===== src/rtl/muldiv_pkg.sv =====
// muldiv_pkg: shared types and constants for the RV32M multiply/divide sequencer.
// Optional build macro used by the sequencer: MULDIV_EARLY_OUT_EN.
package muldiv_pkg;

  localparam int XLEN = 32;

  // Fixed quotient for divide-by-zero and the most negative signed value.
  localparam logic [XLEN-1:0] DIV_ZERO_Q = '1;
  localparam logic [XLEN-1:0] INT_MIN    = 32'h8000_0000;

  // RV32M funct3 encodings.
  typedef enum logic [2:0] {
    OP_MUL    = 3'b000,
    OP_MULH   = 3'b001,
    OP_MULHSU = 3'b010,
    OP_MULHU  = 3'b011,
    OP_DIV    = 3'b100,
    OP_DIVU   = 3'b101,
    OP_REM    = 3'b110,
    OP_REMU   = 3'b111
  } op_t;

  typedef enum logic [1:0] {
    IDLE  = 2'd0,
    CALC  = 2'd1,
    FIXUP = 2'd2,
    DONE  = 2'd3
  } state_t;

  // Returns {aluop1_signed, aluop2_signed} for an operation.
  function automatic logic [1:0] is_signed_op(input op_t op);
    logic [1:0] sgn;
    sgn = 2'b00;
    case (op)
      OP_MULH, OP_DIV, OP_REM: sgn = 2'b11;
      OP_MULHSU:               sgn = 2'b10;
      default:                 sgn = 2'b00;
    endcase
    return sgn;
  endfunction

endpackage


===== src/rtl/muldiv_iter.sv =====
// muldiv_iter: iteration register pair {hi, lo} plus the shared adder/subtractor.
// Multiply: {hi, lo} is the product register, lo starts as the multiplier and
// the stored operand is the multiplicand (shift-add, LSB first).
// Divide: hi is the partial remainder, lo the dividend/quotient, the stored
// operand is the divisor (restoring division, MSB first).
module muldiv_iter import muldiv_pkg::*; #(
  parameter int D_WIDTH = XLEN
) (
  input  logic               clk,
  input  logic               rst,
  input  logic               i_load,
  input  logic               i_en,
  input  logic               i_div,
  input  logic [D_WIDTH-1:0] i_opa,
  input  logic [D_WIDTH-1:0] i_opb,
  output logic [D_WIDTH-1:0] o_hi,
  output logic [D_WIDTH-1:0] o_lo
);

  logic [D_WIDTH-1:0] r_hi;
  logic [D_WIDTH-1:0] r_lo;
  logic [D_WIDTH-1:0] r_opb;

  // Two extra bits: one for the shifted-in remainder bit, one for the borrow.
  logic [D_WIDTH+1:0] w_a;
  logic [D_WIDTH+1:0] w_b;
  logic [D_WIDTH+1:0] w_sum;
  logic               w_cin;

  // Shared adder: hi + operand for multiply, {hi, lo MSB} - operand for divide.
  always_comb begin
    w_a   = {2'b00, r_hi};
    w_b   = {2'b00, r_opb};
    w_cin = 1'b0;
    if (i_div) begin
      w_a   = {1'b0, r_hi, r_lo[D_WIDTH-1]};
      w_b   = ~{2'b00, r_opb};
      w_cin = 1'b1;
    end
    w_sum = w_a + w_b + {{(D_WIDTH+1){1'b0}}, w_cin};
  end

  // Iteration registers: load operands on accept, one step per enable.
  always_ff @(posedge clk or posedge rst) begin
    if (rst) begin
      r_hi  <= '0;
      r_lo  <= '0;
      r_opb <= '0;
    end else if (i_load) begin
      r_hi  <= '0;
      r_lo  <= i_opa;
      r_opb <= i_opb;
    end else if (i_en) begin
      if (i_div) begin
        if (!w_sum[D_WIDTH+1]) begin
          r_hi <= w_sum[D_WIDTH-1:0];
          r_lo <= {r_lo[D_WIDTH-2:0], 1'b1};
        end else begin
          r_hi <= {r_hi[D_WIDTH-2:0], r_lo[D_WIDTH-1]};
          r_lo <= {r_lo[D_WIDTH-2:0], 1'b0};
        end
      end else begin
        if (r_lo[0]) begin
          r_hi <= w_sum[D_WIDTH:1];
          r_lo <= {w_sum[0], r_lo[D_WIDTH-1:1]};
        end else begin
          r_hi <= {1'b0, r_hi[D_WIDTH-1:1]};
          r_lo <= {r_hi[0], r_lo[D_WIDTH-1:1]};
        end
      end
    end
  end

  assign o_hi = r_hi;
  assign o_lo = r_lo;

endmodule


===== src/rtl/muldiv_seq.sv =====
// muldiv_seq: multi-cycle RV32M multiply/divide sequencer (IDLE/CALC/FIXUP/DONE).
// Operands are reduced to magnitudes at accept; signs are reapplied in FIXUP.
// Build macro MULDIV_EARLY_OUT_EN: divide-by-zero, signed overflow and
// multiply-by-zero skip CALC and complete with done in the cycle after accept.
module muldiv_seq import muldiv_pkg::*; #(
  parameter int D_WIDTH = XLEN
) (
  input  logic               clk,
  input  logic               rst,
  input  logic               start,
  input  logic [2:0]         op,
  input  logic [D_WIDTH-1:0] aluop1,
  input  logic [D_WIDTH-1:0] aluop2,
  input  logic               flush,
  output logic               busy,
  output logic               stall,
  output logic               done,
  output logic [D_WIDTH-1:0] result
);

  localparam int CNT_W = $clog2(D_WIDTH);
  localparam logic [D_WIDTH-1:0] L_ONES    = D_WIDTH'(DIV_ZERO_Q);
  localparam logic [D_WIDTH-1:0] L_INT_MIN = D_WIDTH'(INT_MIN);

  state_t             r_state;
  op_t                r_op;
  logic               r_neg1;
  logic               r_neg2;
  logic               r_div0;
  logic [CNT_W-1:0]   r_cnt;
  logic [D_WIDTH-1:0] r_result;

  op_t                w_op;
  logic [1:0]         w_sgn;
  logic               w_neg1;
  logic               w_neg2;
  logic [D_WIDTH-1:0] w_mag1;
  logic [D_WIDTH-1:0] w_mag2;
  logic               w_b_zero;
  logic               w_accept;
  logic               w_iter_en;
  logic [D_WIDTH-1:0] w_hi;
  logic [D_WIDTH-1:0] w_lo;
  logic [2*D_WIDTH-1:0] w_prod;
  logic [2*D_WIDTH-1:0] w_prod_fix;
  logic [D_WIDTH-1:0] w_quo_fix;
  logic [D_WIDTH-1:0] w_rem_fix;
  logic [D_WIDTH-1:0] w_fix;

  assign w_op      = op_t'(op);
  assign w_sgn     = is_signed_op(w_op);
  assign w_neg1    = w_sgn[1] & aluop1[D_WIDTH-1];
  assign w_neg2    = w_sgn[0] & aluop2[D_WIDTH-1];
  assign w_mag1    = w_neg1 ? -aluop1 : aluop1;
  assign w_mag2    = w_neg2 ? -aluop2 : aluop2;
  assign w_b_zero  = (aluop2 == '0);
  assign w_accept  = (r_state == IDLE) & start & ~flush;
  assign w_iter_en = (r_state == CALC) & ~flush;

  muldiv_iter #(.D_WIDTH(D_WIDTH)) u_iter (
    .clk    (clk),
    .rst    (rst),
    .i_load (w_accept),
    .i_en   (w_iter_en),
    .i_div  (r_op[2]),
    .i_opa  (w_mag1),
    .i_opb  (w_mag2),
    .o_hi   (w_hi),
    .o_lo   (w_lo)
  );

  // Sign fixup of the raw magnitude results and selection of the result field.
  // Signed overflow needs no override: |INT_MIN| / 1 with equal signs already
  // yields INT_MIN, remainder 0. Divide-by-zero leaves the dividend in the
  // remainder, so only the quotient is forced.
  always_comb begin
    w_prod     = {w_hi, w_lo};
    w_prod_fix = (r_neg1 ^ r_neg2) ? -w_prod : w_prod;
    w_quo_fix  = r_div0 ? L_ONES : ((r_neg1 ^ r_neg2) ? -w_lo : w_lo);
    w_rem_fix  = r_neg1 ? -w_hi : w_hi;
    case (r_op)
      OP_MUL:                       w_fix = w_prod_fix[D_WIDTH-1:0];
      OP_MULH, OP_MULHSU, OP_MULHU: w_fix = w_prod_fix[2*D_WIDTH-1:D_WIDTH];
      OP_DIV, OP_DIVU:              w_fix = w_quo_fix;
      default:                      w_fix = w_rem_fix;
    endcase
  end

`ifdef MULDIV_EARLY_OUT_EN
  logic               w_ovf;
  logic               w_special;
  logic [D_WIDTH-1:0] w_special_val;

  assign w_ovf = ((w_op == OP_DIV) || (w_op == OP_REM)) &&
                 (aluop1 == L_INT_MIN) && (aluop2 == L_ONES);

  // Fixed results that are known at accept time.
  always_comb begin
    w_special     = 1'b0;
    w_special_val = '0;
    if (w_op[2]) begin
      if (w_b_zero) begin
        w_special     = 1'b1;
        w_special_val = w_op[1] ? aluop1 : L_ONES;
      end else if (w_ovf) begin
        w_special     = 1'b1;
        w_special_val = w_op[1] ? '0 : L_INT_MIN;
      end
    end else if ((aluop1 == '0) || w_b_zero) begin
      w_special     = 1'b1;
      w_special_val = '0;
    end
  end
`endif

  // Sequencer FSM: accept, iterate D_WIDTH times, fix up signs, pulse done.
  always_ff @(posedge clk or posedge rst) begin
    if (rst) begin
      r_state  <= IDLE;
      r_op     <= OP_MUL;
      r_neg1   <= 1'b0;
      r_neg2   <= 1'b0;
      r_div0   <= 1'b0;
      r_cnt    <= '0;
      r_result <= '0;
    end else begin
      case (r_state)
        IDLE: begin
          if (w_accept) begin
            r_op   <= w_op;
            r_neg1 <= w_neg1;
            r_neg2 <= w_neg2;
            r_div0 <= w_b_zero;
            r_cnt  <= CNT_W'(D_WIDTH - 1);
`ifdef MULDIV_EARLY_OUT_EN
            if (w_special) begin
              r_state  <= DONE;
              r_result <= w_special_val;
            end else begin
              r_state <= CALC;
            end
`else
            r_state <= CALC;
`endif
          end
        end
        CALC: begin
          if (flush) begin
            r_state <= IDLE;
          end else begin
            r_cnt <= r_cnt - CNT_W'(1);
            if (r_cnt == '0) r_state <= FIXUP;
          end
        end
        FIXUP: begin
          if (flush) begin
            r_state <= IDLE;
          end else begin
            r_result <= w_fix;
            r_state  <= DONE;
          end
        end
        DONE:    r_state <= IDLE;
        default: r_state <= IDLE;
      endcase
    end
  end

  assign busy   = (r_state != IDLE);
  assign done   = (r_state == DONE);
  assign stall  = (start & (r_state == IDLE) & ~flush) | (busy & ~done);
  assign result = r_result;

endmodule


===== config.mk =====
export PLATFORM = sky130hd
export DESIGN_NAME = muldiv_seq
export DESIGN_NICKNAME = d
export VERILOG_FILES = /design/src/rtl/muldiv_pkg.sv /design/src/rtl/muldiv_iter.sv /design/src/rtl/muldiv_seq.sv
export SDC_FILE = /design/constraint.sdc
export NUM_CORES = 1
export LEC_CHECK = 0
export BUFFER_PORTS_ARGS = -buffer_cell sky130_fd_sc_hd__buf_4
export CELL_PAD_IN_SITES_DETAIL_PLACEMENT = 0
export CELL_PAD_IN_SITES_GLOBAL_PLACEMENT = 1
export CORE_MARGIN = 5
export CORE_UTILIZATION = 45
export DETAILED_ROUTE_END_ITERATION = 7
export HOLD_SLACK_MARGIN = 0.12
export PLACE_DENSITY = 0.9
export REMOVE_ABC_BUFFERS = 1
export SETUP_SLACK_MARGIN = 0.3
export SLEW_MARGIN = 0
export SYNTH_ARGS = -nofsm -noshare
export SYNTH_HDL_FRONTEND = slang
export SYNTH_SLANG_ARGS = --single-unit

===== constraint.sdc =====
create_clock -name clk -period 5.5 [get_ports clk]
set_input_delay 0.55 -clock clk [delete_from_list [all_inputs] [get_ports clk]]
set_output_delay 0.55 -clock clk [all_outputs]
set_load 0.01 [all_outputs]

Word level (Yosys, flattened, before mapping)
Cells that the tools add are included.
Word-level totals
  bits in registers: 141
  output and inout bits: 35
Operators by class
  $add $sub $neg: 8
  equal/unequal tests: 15
  multiplexer cells: 29
  bitwise operators: 11
  reductions and logical operators: 14
Operators by type and width (number)
  $mux 32: 14
  $neg 32->32: 4
  $pmux 32 s3: 1
  $mux 64: 1
  $neg 64->64: 1
  $add 33x34->34: 1
  $add 34x1->34: 1
  $mux 34: 1
  $not 32->34: 1
  $mux 33: 1
  $logic_not 32->1: 1
  $eq 3x3->1 const B: 4
  $mux 5: 2
  $pmux 5 s2: 1
  $eq 3x2->1 const B: 3
  $mux 2: 4
  $pmux 2 s4: 1
  $and 1x1->1: 6
  $eq 3x1->1 const B: 2
  $reduce_and 2->1: 3
  $reduce_bool 2->1: 3
  $reduce_or 3->1: 2
  $logic_not 5->1: 1
  $sub 5x1->5 const B: 1
  other kinds (14): 17

Longest topological paths before layout
  depth after elaboration: 8
  gate-level depth with buffers: 19
  mapped depth without buffers: 13

Cells and area by module
A second synthesis with hierarchy kept.
Unflattened totals
  cells, all modules: 1756
  area total of the unflattened synthesis: 13914.6 um2
By module, submodules not included
  muldiv_iter: times used 1, cells each 867, area each 7527.2 um2, seq. area each 2402.3 um2
  muldiv_seq: times used 1, cells each 889, area each 6387.4 um2, seq. area each 1126.1 um2

Worst setup path after synthesis
OpenSTA, ideal clock, no wires.
  path kind: flip-flop to flip-flop
  start point: reg r_op[2]
  end point: reg u_iter.r_hi[29], in the netlist u_iter.o_hi[29]
  data arrival time: 4.196 ns
  path slack: 1.173 ns
  stages on the path, launching flop included: 16
  buffers on the path: 3
  clock period less this slack: 4.327 ns
  cells stage by stage: dfrtp_1 clkbuf_1 clkbuf_1 buf_1 xor2_1 inv_1 fa_1 nor2b_1 o2111ai_1 a21oi_1 o21ai_1 o31ai_1 a41oi_1 and3_1 a2111oi_0 o21ai_1
On the way
  word-level cells in the longest chain between the ends: 7
  elaborated cells on any way between the ends: 10
  those cells by class: add/sub: 2; mux: 8
Ends and longest elaborated chain
  from (decl): RTL line muldiv_seq.sv:26  | op_t r_op;
  from (signal assigned): RTL line muldiv_seq.sv:130  | r_op <= w_op;
  $mux 33 or $mux 34 (tied branches): RTL line muldiv_iter.sv:35  | if (i_div) begin
  $add 33x34->34: RTL line muldiv_iter.sv:40  | w_sum = w_a + w_b + {{(D_WIDTH+1){1'b0}}, w_cin};
  $add 34x1->34: RTL line muldiv_iter.sv:40
  $mux 32 (on tied branches): RTL line muldiv_iter.sv:63, muldiv_iter.sv:55
  $mux 32 *: RTL line muldiv_iter.sv:54  | if (i_div) begin
  $mux 32 *: RTL line muldiv_iter.sv:53  | end else if (i_en) begin
  $mux 32 *: RTL line muldiv_iter.sv:49  | end else if (i_load) begin
  to (signal assigned): RTL line muldiv_iter.sv:56  | r_hi <= w_sum[D_WIDTH-1:0];
  to (signal assigned): RTL line muldiv_iter.sv:64  | r_hi <= w_sum[D_WIDTH:1];
  to (signal assigned): RTL line muldiv_iter.sv:67  | r_hi <= {1'b0, r_hi[D_WIDTH-1:1]};
  to (decl): RTL line muldiv_iter.sv:20  | logic [D_WIDTH-1:0] r_hi;
Every way passes the cells marked *; elsewhere a longest branch is shown, timed or not. The select of a mux whose other input is x is not followed.
A chain may end at the register's enable or synchronous reset.

Final worst setup path
  start point: reg r_op[2]
  end point: reg u_iter.r_hi[26], in the netlist u_iter.o_hi[26]
Same word-level chain as after synthesis.

==> impl_metrics.csv <==
group,metric,value,unit
clock_tree,cts_tree,"done",
setup_path,r2r_setup_slack,780,ps
cells_and_area,multiInputGateArea,8850,sq um
outcome,outcome,"completed",
min_path,hp-class,"input port to async pin",
synthesis,ys.flop_type,"dfrtp_1",
clock_tree,htreeDepth,4,
drt,drt-wirelength-per-cell,18.8,um
synthesis,yosys-top-cells-count,"nand2_1 (243), o21ai_0 (198), dfrtp_1 (141), xor2_1 (129), clkbuf_1 (114)",
clock_tree,clock_latency,440,ps
clock_tree,cts_made_buffers,17,
setup_path,r2r_end,"u_iter.o_hi[26]",
timing,finalCriticalPeriod,4720,ps
setup_path,r2r-start,"r_op[2]",
setup_path,criticalPathCategory,"register to register",
cells_and_area,area_growth,11.9,%
grt,grt_max_degree,107,
timing,timing.hold.ws,329,ps
timing,period_share,85.8,%
grt,antenna_found_initial,0,
synthesis,syn_inst,1673,
run,cap_violations,0,
setup_path,path_max_fanout,77,
placed_design,post-place-ws,881,ps
setup_path,reg2regPathDepth,11,
setup_path,startpoint_type,"register",
clock_tree,postCtsSetupBuffers,0,
synthesis,synth.most_common_cell,"nand2_1",
setup_path,cp.arrival,5030,ps
timing,relSlewSlack,23.3,%
clock_tree,root_buffer,"clkbuf_16",
timing,max_freq,212,MHz
floorplan,dieWidth,180,um
synthesis,synthTopCellsByArea,"dfrtp_1 (27%), xor2_1 (8.7%), o21ai_0 (7.6%)",
grt,grt_overflow,0,
cells_and_area,fillerInstances,2856,
cells_and_area,stdcell_area,14500,sq um
synthesis,synth-edff-count,0,
drt,dr.pass1.iters,6,
timing,drv_slew,0,
drt,vias,12598,
cells_and_area,layout.nets,1804,
cells_and_area,ff_latch_area,3530,sq um
timing,hold_viol_final,0,
cells_and_area,drive_gt1_share,13.1,%
floorplan,die_h,180,um
grt,grt_pass1_wl,63.6,mm
floorplan,die_area,32300,sq um
timing,finClkSkew,15.7,ps
clock_tree,cts.repair.resized,0,
synthesis,synthArstFlopShare,100,%
drt,drc,0,
grt,grt_pass1_vias,11679,
synthesis,synth_top_area_share,27.2,%
synthesis,synth_area_per_cell,7.75,sq um
setup_path,critPathCapture,"u_iter.o_hi[26]",
synthesis,ys_seq_area_share,27.2,%
floorplan,initial_core_util,45.4,%
clock_tree,path_clk_slew,70,ps
timing,rsz0062_at_grt,"no",
placed_design,portBuffers,105,
setup_path,critPathRequiredTime,5810,ps
synthesis,ys_ff_latch,141,
floorplan,io_pins,106,
placed_design,gp_congestion,0.933,
cells_and_area,diodes,0,
drt,wl,39.3,mm
placed_design,placed_cell_area,13900,sq um
setup_path,end_kind,"register",
drt,ant_nets,0,
setup_path,critical_path.startpoint,"r_op[2]",
drt,drtIter0Drc,1208,
grt,grt_util_all_layers,23.5,%
cells_and_area,finish.utilization,50.9,%
clock_tree,clock_sinks,141,
drt,via_per_inst,6.03,
clock_tree,clk_path_buf_depth,2,
floorplan,core.rowCount,62,
synthesis,yosys.area.top_type,"dfrtp_1",
timing,worst_pin_slew,1140,ps
synthesis,yosys_warnings,0,
synthesis,netlist_area,13000,sq um
timing,finalSetupViolations,0,
timing,fin_ws,780,ps
clock_tree,cts_hold_buffers,0,
synthesis,netlist-cell-type-count,76,
placed_design,dp.final_hpwl,28.8,mm
floorplan,core-area,28500,sq um
-- cell usage in the layout, fill, tap and decap left out, drive strengths merged, types with 6 or more instances in the layout --
cell and n:
nand2 243, o21ai 236, dfrtp 141, buf 129, xor2 129, nor2 96, a21oi 93, xnor2 77
ha 41, inv 40, o211ai 39, mux2i 38, mux2 37, nor3 37, or3 33, o31ai 32
o221ai 25, clkbuf 19, nor4 16, a21o 16, nand3 15, nand2b 15, nand4 13, a31oi 12
or4 10, o41ai 9, a22oi 9, nor2b 9, o21a 7, or2 7, o22ai 6
-- critical path, cell delays in order, from the launching register on --
cell	delay, ps
dfrtp_4	1090
mux2_2	420
ha_1	380
a21oi_1	310
o211ai_1	180
a41oi_1	280
a21oi_1	180
o21ai_1	400
o21a_1	520
nand2_1	390
o221ai_1	270
o21ai_0	110
-- stage by stage --
stage	TNS [ps]	instances
2_1_floorplan	-87640	1543
3_3_place_gp	0	2056
3_5_place_dp	0	2056
4_1_cts	0	2088
5_1_grt	0	2088
6_report	0	2088
-- layer usage --
metal	global-route usage [%]	part of all wire, %
met5	0	0
met4	6.49	2.2
met3	3.40	6.4
met2	37.5	46
met1	33.4	46
-- layout make-up --
class	instances	area share (%)
Multi-Input combinational cell	1371	60.9
Sequential cell	141	24.3
Timing Repair Buffer	129	6.67
Tap cell	384	3.31
Clock buffer	19	3.12
Inverter	31	0.836
Clock inverter	13	0.801
-- worst min-delay path by stage --
stage | start | to | slack, ps | cells past startpoint
finish | rst | result[4] | 330 | 2
global route | op[1] | r_op[1] | 370 | 3
detailed placement | result[15] | result[15] | 470 | 2
floorplan | u_iter.r_opb[31] | u_iter.r_opb[31] | 460 | 2
CTS | op[1] | r_op[1] | 330 | 3
global placement | result[25] | result[25] | 470 | 2
-- state kept, by name (all words and copies together), names as in the netlist --
| register | flops |
|---|---|
| r_state | 2 |
| r_neg2 | 1 |
| r_cnt | 5 |
| result | 32 |
| u_iter.o_hi | 32 |
| r_div0 | 1 |
| r_op | 3 |
| r_neg1 | 1 |
| u_iter.r_opb | 32 |
| u_iter.o_lo | 32 |
-- cells by family (layout without fill, tap and decap cells) --
| kind of cell | count (synthesis) | count (layout) | share of synthesized area, % |
|---|---|---|---|
| XOR/XNOR | 206 | 206 | 13.9 |
| buffers and inverters | 161 | 192 | 4.82 |
| AND/OR/NAND/NOR | 514 | 514 | 18.4 |
| flip-flops | 141 | 141 | 27.2 |
| AO/OA/AOI/OAI | 534 | 534 | 25.4 |
| adder cells (fa/ha/maj) | 42 | 42 | 4.11 |
| multiplexers | 75 | 75 | 6.15 |
Power is left out: the tool's default activity adds up to more than one toggle a clock period on the data nets, which glitch-free logic cannot reach.
